## config.mk

```make
export PLATFORM = sky130hd
export DESIGN_NAME = regbus_arbiter_flat
export DESIGN_NICKNAME = d
export VERILOG_FILES = /design/src/rtl/regbus_arbiter_if.sv /design/src/rtl/regbus_arbiter.sv /design/src/flat_wrapper.sv
export SDC_FILE = /design/constraint.sdc
export NUM_CORES = 1
export LEC_CHECK = 0
export ABC_AREA = 1
export ABC_CLOCK_PERIOD_IN_PS = 5000
export BUFFER_PORTS_ARGS = -buffer_cell sky130_fd_sc_hd__buf_2
export CORE_AREA = 2 2 66 68
export CTS_CLUSTER_DIAMETER = 120
export DETAILED_ROUTE_END_ITERATION = 16
export DIE_AREA = 0 0 68 70
export PLACE_DENSITY_LB_ADDON = 0.12
export SLEW_MARGIN = 20
export SYNTH_ARGS = -nofsm -noshare
export SYNTH_HDL_FRONTEND = slang
export SYNTH_SLANG_ARGS = --single-unit
```

## constraint.sdc

```tcl
create_clock -name clk -period 5 [get_ports clk]
set_clock_uncertainty 0.15 [all_clocks]
set_input_delay 1 -clock clk [delete_from_list [all_inputs] [get_ports clk]]
set_output_delay 1 -clock clk [all_outputs]
set_load 0.03 [all_outputs]
```

## src/rtl/regbus_arbiter_if.sv

```systemverilog
// Shared register-bus handshake between the move requesters and the
// register-bus arbiter.
//   req       : per-requester move request, held until ack
//   req_src   : packed source indices, requester i at [i*IDXW +: IDXW]
//   req_dst   : packed destination indices, same packing
//   gnt       : one-hot grant
//   ack       : one-cycle transfer-complete pulse
//   xfer_err  : pulses with ack when an index is out of range
//   reg_read  : one-hot register read enable (drives the bus)
//   reg_write : one-hot register write enable (captures the bus)
//   busy      : arbiter not idle
// Modports: master = requester/register-bank side, slave = arbiter side.
interface regbus_arbiter_if #(
  parameter int unsigned NREQ = 4,
  parameter int unsigned NREG = 8,
  parameter int unsigned IDXW = 3
) ();
  logic [NREQ-1:0]      req;
  logic [NREQ*IDXW-1:0] req_src;
  logic [NREQ*IDXW-1:0] req_dst;
  logic [NREQ-1:0]      gnt;
  logic [NREQ-1:0]      ack;
  logic                 xfer_err;
  logic [NREG-1:0]      reg_read;
  logic [NREG-1:0]      reg_write;
  logic                 busy;

  modport master (
    output req, req_src, req_dst,
    input  gnt, ack, xfer_err, reg_read, reg_write, busy
  );

  modport slave (
    input  req, req_src, req_dst,
    output gnt, ack, xfer_err, reg_read, reg_write, busy
  );
endinterface

```

## src/rtl/regbus_arbiter.sv

```systemverilog
// Round-robin controller for the shared 16-bit internal register bus.
// Grants one requester at a time and sequences each move as
// SETUP -> XFER -> TURN, so only one register drives the bus and a dead
// cycle always separates consecutive reads.
// Ports:
//   clk   : system clock, all state changes on posedge
//   rst_n : synchronous active-low reset
//   bus   : regbus_arbiter_if.slave (req/req_src/req_dst in,
//           gnt/ack/xfer_err/reg_read/reg_write/busy out)
module regbus_arbiter #(
  parameter int unsigned NREQ = 4,
  parameter int unsigned NREG = 8,
  parameter int unsigned IDXW = 3
) (
  input  logic             clk,
  input  logic             rst_n,
  regbus_arbiter_if.slave  bus
);

  localparam int unsigned PW = (NREQ > 1) ? $clog2(NREQ) : 1;

  typedef enum logic [1:0] {
    IDLE  = 2'd0,
    SETUP = 2'd1,
    XFER  = 2'd2,
    TURN  = 2'd3
  } state_t;

  state_t          state_q;
  logic [NREQ-1:0] gnt_q;
  logic [NREQ-1:0] ack_q;
  logic            xerr_q;
  logic [NREG-1:0] rd_q;
  logic [NREG-1:0] wr_q;
  logic [PW-1:0]   last_q;
  logic [PW-1:0]   win_q;
  logic [IDXW-1:0] src_q;
  logic [IDXW-1:0] dst_q;

  logic            found_d;
  logic [PW-1:0]   win_d;
  logic [PW-1:0]   idx_d;
  logic [NREQ-1:0] gnt_d;
  logic [IDXW-1:0] src_d;
  logic [IDXW-1:0] dst_d;
  logic            in_range_d;
  logic [NREG-1:0] rd_d;
  logic [NREG-1:0] wr_d;

  logic [IDXW-1:0] src_a [NREQ];
  logic [IDXW-1:0] dst_a [NREQ];

  for (genvar g = 0; g < NREQ; g++) begin : g_unpack
    assign src_a[g] = bus.req_src[g*IDXW +: IDXW];
    assign dst_a[g] = bus.req_dst[g*IDXW +: IDXW];
  end

  // Round-robin pick: first set req scanning last+1 .. last+NREQ (mod NREQ),
  // so the requester just served is considered last.
  always_comb begin
    found_d = 1'b0;
    win_d   = '0;
    idx_d   = '0;
    for (int unsigned i = 1; i <= NREQ; i++) begin
      idx_d = PW'((32'(last_q) + i) % NREQ);
      if (!found_d && bus.req[idx_d]) begin
        found_d = 1'b1;
        win_d   = idx_d;
      end
    end
    gnt_d = '0;
    for (int unsigned r = 0; r < NREQ; r++) begin
      gnt_d[r] = found_d && (32'(win_d) == r);
    end
    src_d = src_a[win_d];
    dst_d = dst_a[win_d];
  end

  // Strobe decode from the latched indices; an out-of-range index on
  // either side suppresses both strobes for the whole transfer.
  always_comb begin
    in_range_d = (32'(src_q) < NREG) && (32'(dst_q) < NREG);
    rd_d = '0;
    wr_d = '0;
    for (int unsigned r = 0; r < NREG; r++) begin
      rd_d[r] = in_range_d && (32'(src_q) == r);
      wr_d[r] = in_range_d && (32'(dst_q) == r);
    end
  end

  always_ff @(posedge clk) begin
    if (!rst_n) begin
      state_q <= IDLE;
      gnt_q   <= '0;
      ack_q   <= '0;
      xerr_q  <= 1'b0;
      rd_q    <= '0;
      wr_q    <= '0;
      // Pointer at the last requester so requester 0 wins first.
      last_q  <= PW'(NREQ - 1);
      win_q   <= '0;
      src_q   <= '0;
      dst_q   <= '0;
    end else begin
      ack_q  <= '0;
      xerr_q <= 1'b0;
      rd_q   <= '0;
      wr_q   <= '0;
      case (state_q)
        IDLE, TURN: begin
          gnt_q <= '0;
          if (found_d) begin
            state_q <= SETUP;
            gnt_q   <= gnt_d;
            win_q   <= win_d;
            src_q   <= src_d;
            dst_q   <= dst_d;
          end else begin
            state_q <= IDLE;
          end
        end
        SETUP: begin
          // Strobes, ack and error are loaded here so they are registered
          // outputs that are valid exactly during XFER.
          state_q <= XFER;
          rd_q    <= rd_d;
          wr_q    <= wr_d;
          ack_q   <= gnt_q;
          xerr_q  <= !in_range_d;
        end
        XFER: begin
          state_q <= TURN;
          gnt_q   <= '0;
          last_q  <= win_q;
        end
        default: state_q <= IDLE;
      endcase
    end
  end

  assign bus.gnt       = gnt_q;
  assign bus.ack       = ack_q;
  assign bus.xfer_err  = xerr_q;
  assign bus.reg_read  = rd_q;
  assign bus.reg_write = wr_q;
  assign bus.busy      = (state_q != IDLE);

endmodule
```

## src/flat_wrapper.sv

```systemverilog
// flat-port wrapper written by rule: the top's interface ports become plain ports
module regbus_arbiter_flat 
#(
  parameter int unsigned NREQ = 4,
  parameter int unsigned NREG = 8,
  parameter int unsigned IDXW = 3
)
  (clk, rst_n, bus_req, bus_req_src, bus_req_dst, bus_gnt, bus_ack, bus_xfer_err, bus_reg_read, bus_reg_write, bus_busy);
  regbus_arbiter_if #(.NREQ(NREQ), .NREG(NREG), .IDXW(IDXW)) bus_i ();
  input  logic clk;
  input  logic rst_n;
  input wire logic [$bits(bus_i.req)-1:0] bus_req;
  input wire logic [$bits(bus_i.req_src)-1:0] bus_req_src;
  input wire logic [$bits(bus_i.req_dst)-1:0] bus_req_dst;
  output wire logic [$bits(bus_i.gnt)-1:0] bus_gnt;
  output wire logic [$bits(bus_i.ack)-1:0] bus_ack;
  output wire logic [$bits(bus_i.xfer_err)-1:0] bus_xfer_err;
  output wire logic [$bits(bus_i.reg_read)-1:0] bus_reg_read;
  output wire logic [$bits(bus_i.reg_write)-1:0] bus_reg_write;
  output wire logic [$bits(bus_i.busy)-1:0] bus_busy;
  assign bus_i.req = bus_req;
  assign bus_i.req_src = bus_req_src;
  assign bus_i.req_dst = bus_req_dst;
  assign bus_gnt = bus_i.gnt;
  assign bus_ack = bus_i.ack;
  assign bus_xfer_err = bus_i.xfer_err;
  assign bus_reg_read = bus_i.reg_read;
  assign bus_reg_write = bus_i.reg_write;
  assign bus_busy = bus_i.busy;
  regbus_arbiter #(.NREQ(NREQ), .NREG(NREG), .IDXW(IDXW)) u_core (.clk(clk), .rst_n(rst_n), .bus(bus_i));
endmodule
```

Word-level counts from Yosys, hierarchy flattened
Cells that the tools add are included.
{"block": "totals", "n_memories": 0, "reg_bits": 36, "latchBits": 0, "ramBits": 0, "mem_bits_ro": 0, "input_bits": 30}
{"block": "classes", "muxes": 26, "n_addsub": 4, "magnitude_cmp": 5, "n_eq_ne": 20, "n_reduce_logical": 19, "n_shift": 0, "n_bitwise": 1, "n_div": 0, "mul": 0}
{"cell": "$eq 3x3->1 const B", "count": 8}
{"cell": "$bmux 3 s2", "count": 2}
{"cell": "$eq 3x2->1 const B", "count": 4}
{"cell": "$lt 2x3->1 const B", "count": 4}
{"cell": "$mux 3", "count": 4}
{"cell": "$mux 1", "count": 9}
{"cell": "$bmux 1 s2", "count": 4}
{"cell": "$eq 2x2->1 const B", "count": 4}
{"cell": "$mux 2", "count": 4}
{"cell": "$pmux 4 s2", "count": 1}
{"cell": "$logic_and 1x1->1", "count": 7}
{"cell": "$eq 3x1->1 const B", "count": 2}
{"cell": "$logic_not 3->1", "count": 2}
{"cell": "$pmux 2 s3", "count": 1}
{"cell": "$add 2x1->2 const B", "count": 2}
{"cell": "$add 2x2->2 const B", "count": 2}
{"cell": "$eq 2x1->1 const B", "count": 2}
{"cell": "$logic_not 2->1", "count": 2}
{"cell": "$mux 4", "count": 1}
{"cell": "$reduce_and 2->1", "count": 2}
{"cell": "$reduce_bool 2->1", "count": 2}
{"cell": "$ge 3x3->1 const B", "count": 1}
{"cell": "$logic_not 1->1", "count": 3}
{"cell": "$not 2->3", "count": 1}
{"cell": "$reduce_or 2->1", "count": 1}

Depth between registers and ports, before layout
{"block": "depth", "depth_word": 17, "ltp_mapped": 16, "depth_no_buf": 15}

Least setup slack after synthesis
Ideal clock, no wire load.
{"block": "synth_timing", "kind": "input-to-reg", "start": "in bus_req[3]", "end": "reg u_core.dst_q[2]", "n_path_buf": 1, "t_arrival_ps": 2053, "cell_stages": 13, "slack_ps": 2680, "cell_sequence": "nand2_1 nand2_2 nand2_1 nand2_2 nor2_8 nand3_2 nand2_4 nand2_4 buf_6 nand3_1 nand3_1 nor2_1 nor2_1"}
{"block": "synth_between", "elab_chain_cells": 16, "elab_cells_between_ends": 27, "cone_classes": "mux (19); bitwise (1); reduce/logical (7)"}
{"element": "from (decl)", "line_no": "flat_wrapper.sv:12", "source": "input wire logic [$bits(bus_i.req)-1:0] bus_req;"}
{"element": "$bmux 1 s2", "line_no": "regbus_arbiter.sv:66", "source": "if (!found_d && bus.req[idx_d]) begin"}
{"element": "$mux 1 (not written as such)", "line_no": "regbus_arbiter.sv:66"}
{"element": "$mux 1", "line_no": "regbus_arbiter.sv:66"}
{"element": "$logic_not 1->1", "line_no": "regbus_arbiter.sv:66"}
{"element": "$logic_and 1x1->1", "line_no": "regbus_arbiter.sv:66"}
{"element": "$mux 1", "line_no": "regbus_arbiter.sv:66"}
{"element": "$logic_not 1->1", "line_no": "regbus_arbiter.sv:66"}
{"element": "$logic_and 1x1->1", "line_no": "regbus_arbiter.sv:66"}
{"element": "$mux 1", "line_no": "regbus_arbiter.sv:66"}
{"element": "$logic_not 1->1", "line_no": "regbus_arbiter.sv:66"}
{"element": "$logic_and 1x1->1", "line_no": "regbus_arbiter.sv:66"}
{"element": "$mux 2", "line_no": "regbus_arbiter.sv:66"}
{"element": "$not 2->3 (not written as such)", "line_no": "regbus_arbiter.sv:76", "source": "dst_d = dst_a[win_d];"}
{"element": "$bmux 3 s2", "line_no": "regbus_arbiter.sv:76"}
{"element": "$mux 3 (not written as such) (2 in a row)", "line_no": "regbus_arbiter.sv:76"}
{"element": "to (signal assigned)", "line_no": "regbus_arbiter.sv:117", "source": "dst_q <= dst_d;"}
{"element": "to (decl)", "line_no": "regbus_arbiter.sv:38", "source": "logic [IDXW-1:0] dst_q;"}
Several ways; a longest one is shown, not always the timed one. The select of a mux whose other input is x is not followed.
A chain may end at the register's enable or synchronous reset.

Final worst setup path
{"block": "layout_timing", "start": "in bus_req[2]", "end": "reg u_core.src_q[2]"}
{"block": "layout_between", "elab_chain_cells": 16, "elab_cells_between_ends": 27, "cone_classes": "mux (19); bitwise (1); reduce/logical (7)"}
{"element": "$bmux 1 s2", "line_no": "regbus_arbiter.sv:66"}
{"element": "$mux 1 (not written as such)", "line_no": "regbus_arbiter.sv:66"}
{"element": "$mux 1", "line_no": "regbus_arbiter.sv:66"}
{"element": "$logic_not 1->1", "line_no": "regbus_arbiter.sv:66"}
{"element": "$logic_and 1x1->1", "line_no": "regbus_arbiter.sv:66"}
{"element": "$mux 1", "line_no": "regbus_arbiter.sv:66"}
{"element": "$logic_not 1->1", "line_no": "regbus_arbiter.sv:66"}
{"element": "$logic_and 1x1->1", "line_no": "regbus_arbiter.sv:66"}
{"element": "$mux 1", "line_no": "regbus_arbiter.sv:66"}
{"element": "$logic_not 1->1", "line_no": "regbus_arbiter.sv:66"}
{"element": "$logic_and 1x1->1", "line_no": "regbus_arbiter.sv:66"}
{"element": "$mux 2", "line_no": "regbus_arbiter.sv:66"}
{"element": "$not 2->3 (not written as such)", "line_no": "regbus_arbiter.sv:75", "source": "src_d = src_a[win_d];"}
{"element": "$bmux 3 s2", "line_no": "regbus_arbiter.sv:75"}
{"element": "$mux 3 (not written as such) (2 in a row)", "line_no": "regbus_arbiter.sv:75"}
{"element": "to (signal assigned)", "line_no": "regbus_arbiter.sv:116", "source": "src_q <= src_d;"}
{"element": "to (decl)", "line_no": "regbus_arbiter.sv:37", "source": "logic [IDXW-1:0] src_q;"}
Several ways; a longest one is shown, not always the timed one. The select of a mux whose other input is x is not followed.

==> impl_metrics.env <==
export IMPL_critical_path_class="input port to flop"
export IMPL_fp_dieArea_mm2=0.00476
export IMPL_final_net_count=320
export IMPL_start_kind="input port"
export IMPL_drt_first_iter_violations=58
export IMPL_cts_max_level=2
export IMPL_cellPowerDensity_mw_per_mm2=667
export IMPL_grt_max_degree=18
export IMPL_n_diodes=0
export IMPL_port_buffers=54
export IMPL_max_freq_mhz=420
export IMPL_detail_route_first_pass_iterations=4
export IMPL_synth_cells_most_frequent="sky130_fd_sc_hd__nand2_1 (54), sky130_fd_sc_hd__dfxtp_1 (36), sky130_fd_sc_hd__nor2_1 (32)"
export IMPL_grt_first_pass_wirelength_um=6480
export IMPL_p_comb_frac=0.572
export IMPL_multiInputGateArea_um2=853
export IMPL_cts_root_buffer="sky130_fd_sc_hd__clkbuf_8"
export IMPL_cp_required_ps=5080
export IMPL_die_y_um=70
export IMPL_core_rowCount=24
export IMPL_postCtsSetupRepairBufs=0
export IMPL_ys_warnings_count=0
export IMPL_max_clock_buf_depth=2
export IMPL_setup_tns_ps=0
export IMPL_wirelength_um=3770
export IMPL_yosysSeqAreaShare=0.416
export IMPL_synth_largest_type_area_fraction=0.416
export IMPL_clk_transition_reported_paths_ps=70
export IMPL_avgViaCountPerCell=4.82
export IMPL_nFillCells=425
export IMPL_syn2layout_area_growth_pct=21.9
export IMPL_die_width_um=68
export IMPL_synth_seq_cells=36
export IMPL_post_route_total_power_mw=1.41
export IMPL_clkSinkCount=36
export IMPL_placement_cell_area_mm2=0.00202
export IMPL_post_cts_resized=0
export IMPL_vias=1639
export IMPL_num_io_pins=56
export IMPL_final_seq_area_um2=721
export IMPL_sw_frac_of_total=0.492
export IMPL_net_switching_power_mw=0.693
export IMPL_placeableCoreArea_mm2=0.00414
export IMPL_final_cells=340
export IMPL_internal_power_mw=0.715
export IMPL_final_hold_violation_count=0
export IMPL_worstSetupEndpointType="flop"
export IMPL_holdCritPathClass="flop to flop"
export IMPL_globalRouteTotalUtil=0.178
export IMPL_unrepaired_setup_endpoints_after_global_routing="no"
export IMPL_hpwl_after_detailed_placement_um=2970
export IMPL_finalWeightedCongestion=0.794
export IMPL_worst_ir_drop_vdd_uv=426
export IMPL_power_share_clock=0.149
export IMPL_grt_overflow_total=0
export IMPL_synth_most_common_cell="sky130_fd_sc_hd__nand2_1"
export IMPL_finalCritPeriodShare=0.476
export IMPL_synth_largest_area_cell="sky130_fd_sc_hd__dfxtp_1"
export IMPL_synth_net_count=265
export IMPL_synthCells=232
export IMPL_initial_utilization=0.418
export IMPL_crit_path_time_final_ps=2380
export IMPL_slew_violations=0
export IMPL_grt_pass1_vias=1482
export IMPL_synth_edff_count=0
export IMPL_drc=0
export IMPL_post_synth_cell_area_avg_um2=7.46
export IMPL_synthArstFlopShare=0
export IMPL_power_leakage_nw=1.09
export IMPL_dominant_synthesized_flop_cell="sky130_fd_sc_hd__dfxtp_1"
export IMPL_seq_power_share=0.279
export IMPL_drtAntennaViolNets=0
export IMPL_detail_route_wl_per_cell_um=11.1
export IMPL_drive_gt1_frac=0.323
export IMPL_cts_tree="yes"
export IMPL_drv_max_cap_violation_count=0
export IMPL_critPathArrivalTime_ps=2450
export IMPL_worstPathMaxFanout=12
export IMPL_design_area_mm2=0.00211
export IMPL_dp_cells=332
export IMPL_initial_antenna_violation_count=0
export IMPL_cts_buffers_inserted=5
export IMPL_synthTopCellsByArea="sky130_fd_sc_hd__dfxtp_1 (42%), sky130_fd_sc_hd__nand2_1 (12%), sky130_fd_sc_hd__nor2_1 (6.9%)"
export IMPL_report_final_setup_viol=0
export IMPL_worst_skew_pair_late_latency_ps=280
export IMPL_run_status="completed"
export IMPL_post_synth_num_cell_types=31
export IMPL_ctsHoldBuffers=0
export IMPL_synth_area_mm2=0.00173
## critical path, cell delays in order
cell and delay [ps]:
sky130_fd_sc_hd__buf_2 120, sky130_fd_sc_hd__nand2_1 70, sky130_fd_sc_hd__nand2_2 80, sky130_fd_sc_hd__nand2_2 100, sky130_fd_sc_hd__a21boi_1 160, sky130_fd_sc_hd__nand2_1 130, sky130_fd_sc_hd__inv_1 90, sky130_fd_sc_hd__nand2_2 150
sky130_fd_sc_hd__nor2_4 240, sky130_fd_sc_hd__nand2_1 80, sky130_fd_sc_hd__nand3_1 120, sky130_fd_sc_hd__nor2_1 50, sky130_fd_sc_hd__nor2_1 70
## cell type report
class / count / share of cell area
Multi-Input combinational cell: 165 / 0.405
Sequential cell: 36 / 0.342
Timing Repair Buffer: 54 / 0.128
Clock buffer: 7 / 0.0409
Tap cell: 52 / 0.0308
Inverter: 25 / 0.0504
Clock inverter: 1 / 0.00356
## metrics by stage
step                setup slack, ps  utilization  hold WS, ps
detailed placement             2340        0.486          290
finish                         2620        0.509          300
global route                   2460        0.509          338
floorplan                      2680            -          289
global placement               2360        0.486          285
CTS                            2640        0.509          300
## logic make-up after synthesis
group,synth area share
AOI/OAI and AO/OA,0.0730
adders and majority gates,0.0217
buffers and inverters,0.0904
DFF,0.416
other,0.00217
and+or+nand+nor,0.396
## final timing paths
check                                               startpoint                           end  slack (ps)  cells after the start
worst max-delay path                                bus_req[2]  u_core.src_q[2]$_SDFFE_PN0P_        2620                     13
worst min-delay path            u_core.bus.gnt[1]$_SDFFE_PN0P_  u_core.bus.ack[1]$_SDFF_PN0_         300                      2
worst max register to register   u_core.last_q[0]$_SDFFE_PN1P_  u_core.src_q[2]$_SDFFE_PN0P_        2700                     13
worst min register to register  u_core.bus.gnt[1]$_SDFFE_PN0P_  u_core.bus.ack[1]$_SDFF_PN0_         300                      2
## sequential cells by signal, indices dropped and copies added (netlist names)
register / count
u_core.bus.reg_write: 8
u_core.bus.ack: 4
u_core.state_q: 2
u_core.last_q: 2
u_core.bus.gnt: 4
u_core.src_q: 3
u_core.dst_q: 3
u_core.bus.reg_read: 8
u_core.win_q: 2
## power by group through the flow
stage	Sequential, mW	Combinational [mW]	Clock (mW)
5_1_grt	0.401	0.911	0.228
3_5_place_dp	0.399	0.804	0
6_report	0.393	0.805	0.210
2_1_floorplan	0.422	0.656	0
4_1_cts	0.393	0.807	0.215
3_3_place_gp	0.397	0.798	0
## cell usage in the layout, fill, tap and decap left out, types with 2 or more instances in the layout
cell type,n
sky130_fd_sc_hd__nand2_2,11
sky130_fd_sc_hd__inv_1,20
sky130_fd_sc_hd__nand4_1,5
sky130_fd_sc_hd__nand2_4,5
sky130_fd_sc_hd__inv_2,4
sky130_fd_sc_hd__nand3_1,22
sky130_fd_sc_hd__a31o_2,2
sky130_fd_sc_hd__nand2_1,54
sky130_fd_sc_hd__or2_2,2
sky130_fd_sc_hd__dfxtp_1,36
sky130_fd_sc_hd__o22ai_1,2
sky130_fd_sc_hd__o21ai_0,8
sky130_fd_sc_hd__a21oi_1,6
sky130_fd_sc_hd__clkbuf_8,6
sky130_fd_sc_hd__nor2_4,2
sky130_fd_sc_hd__buf_2,54
sky130_fd_sc_hd__nor2_1,32
sky130_fd_sc_hd__ha_1,3
sky130_fd_sc_hd__o21ai_1,2
## per-layer routing
metal | GRT usage | part of all wire | vias up
li1 | - | - | 845
met1 | 0.247 | 0.47 | 721
met2 | 0.264 | 0.44 | 66
met3 | 0.0515 | 0.081 | 7
met4 | 0.0533 | 0.012 | 0
met5 | 0 | 0 | -
Power figures use the tool's default switching activity.
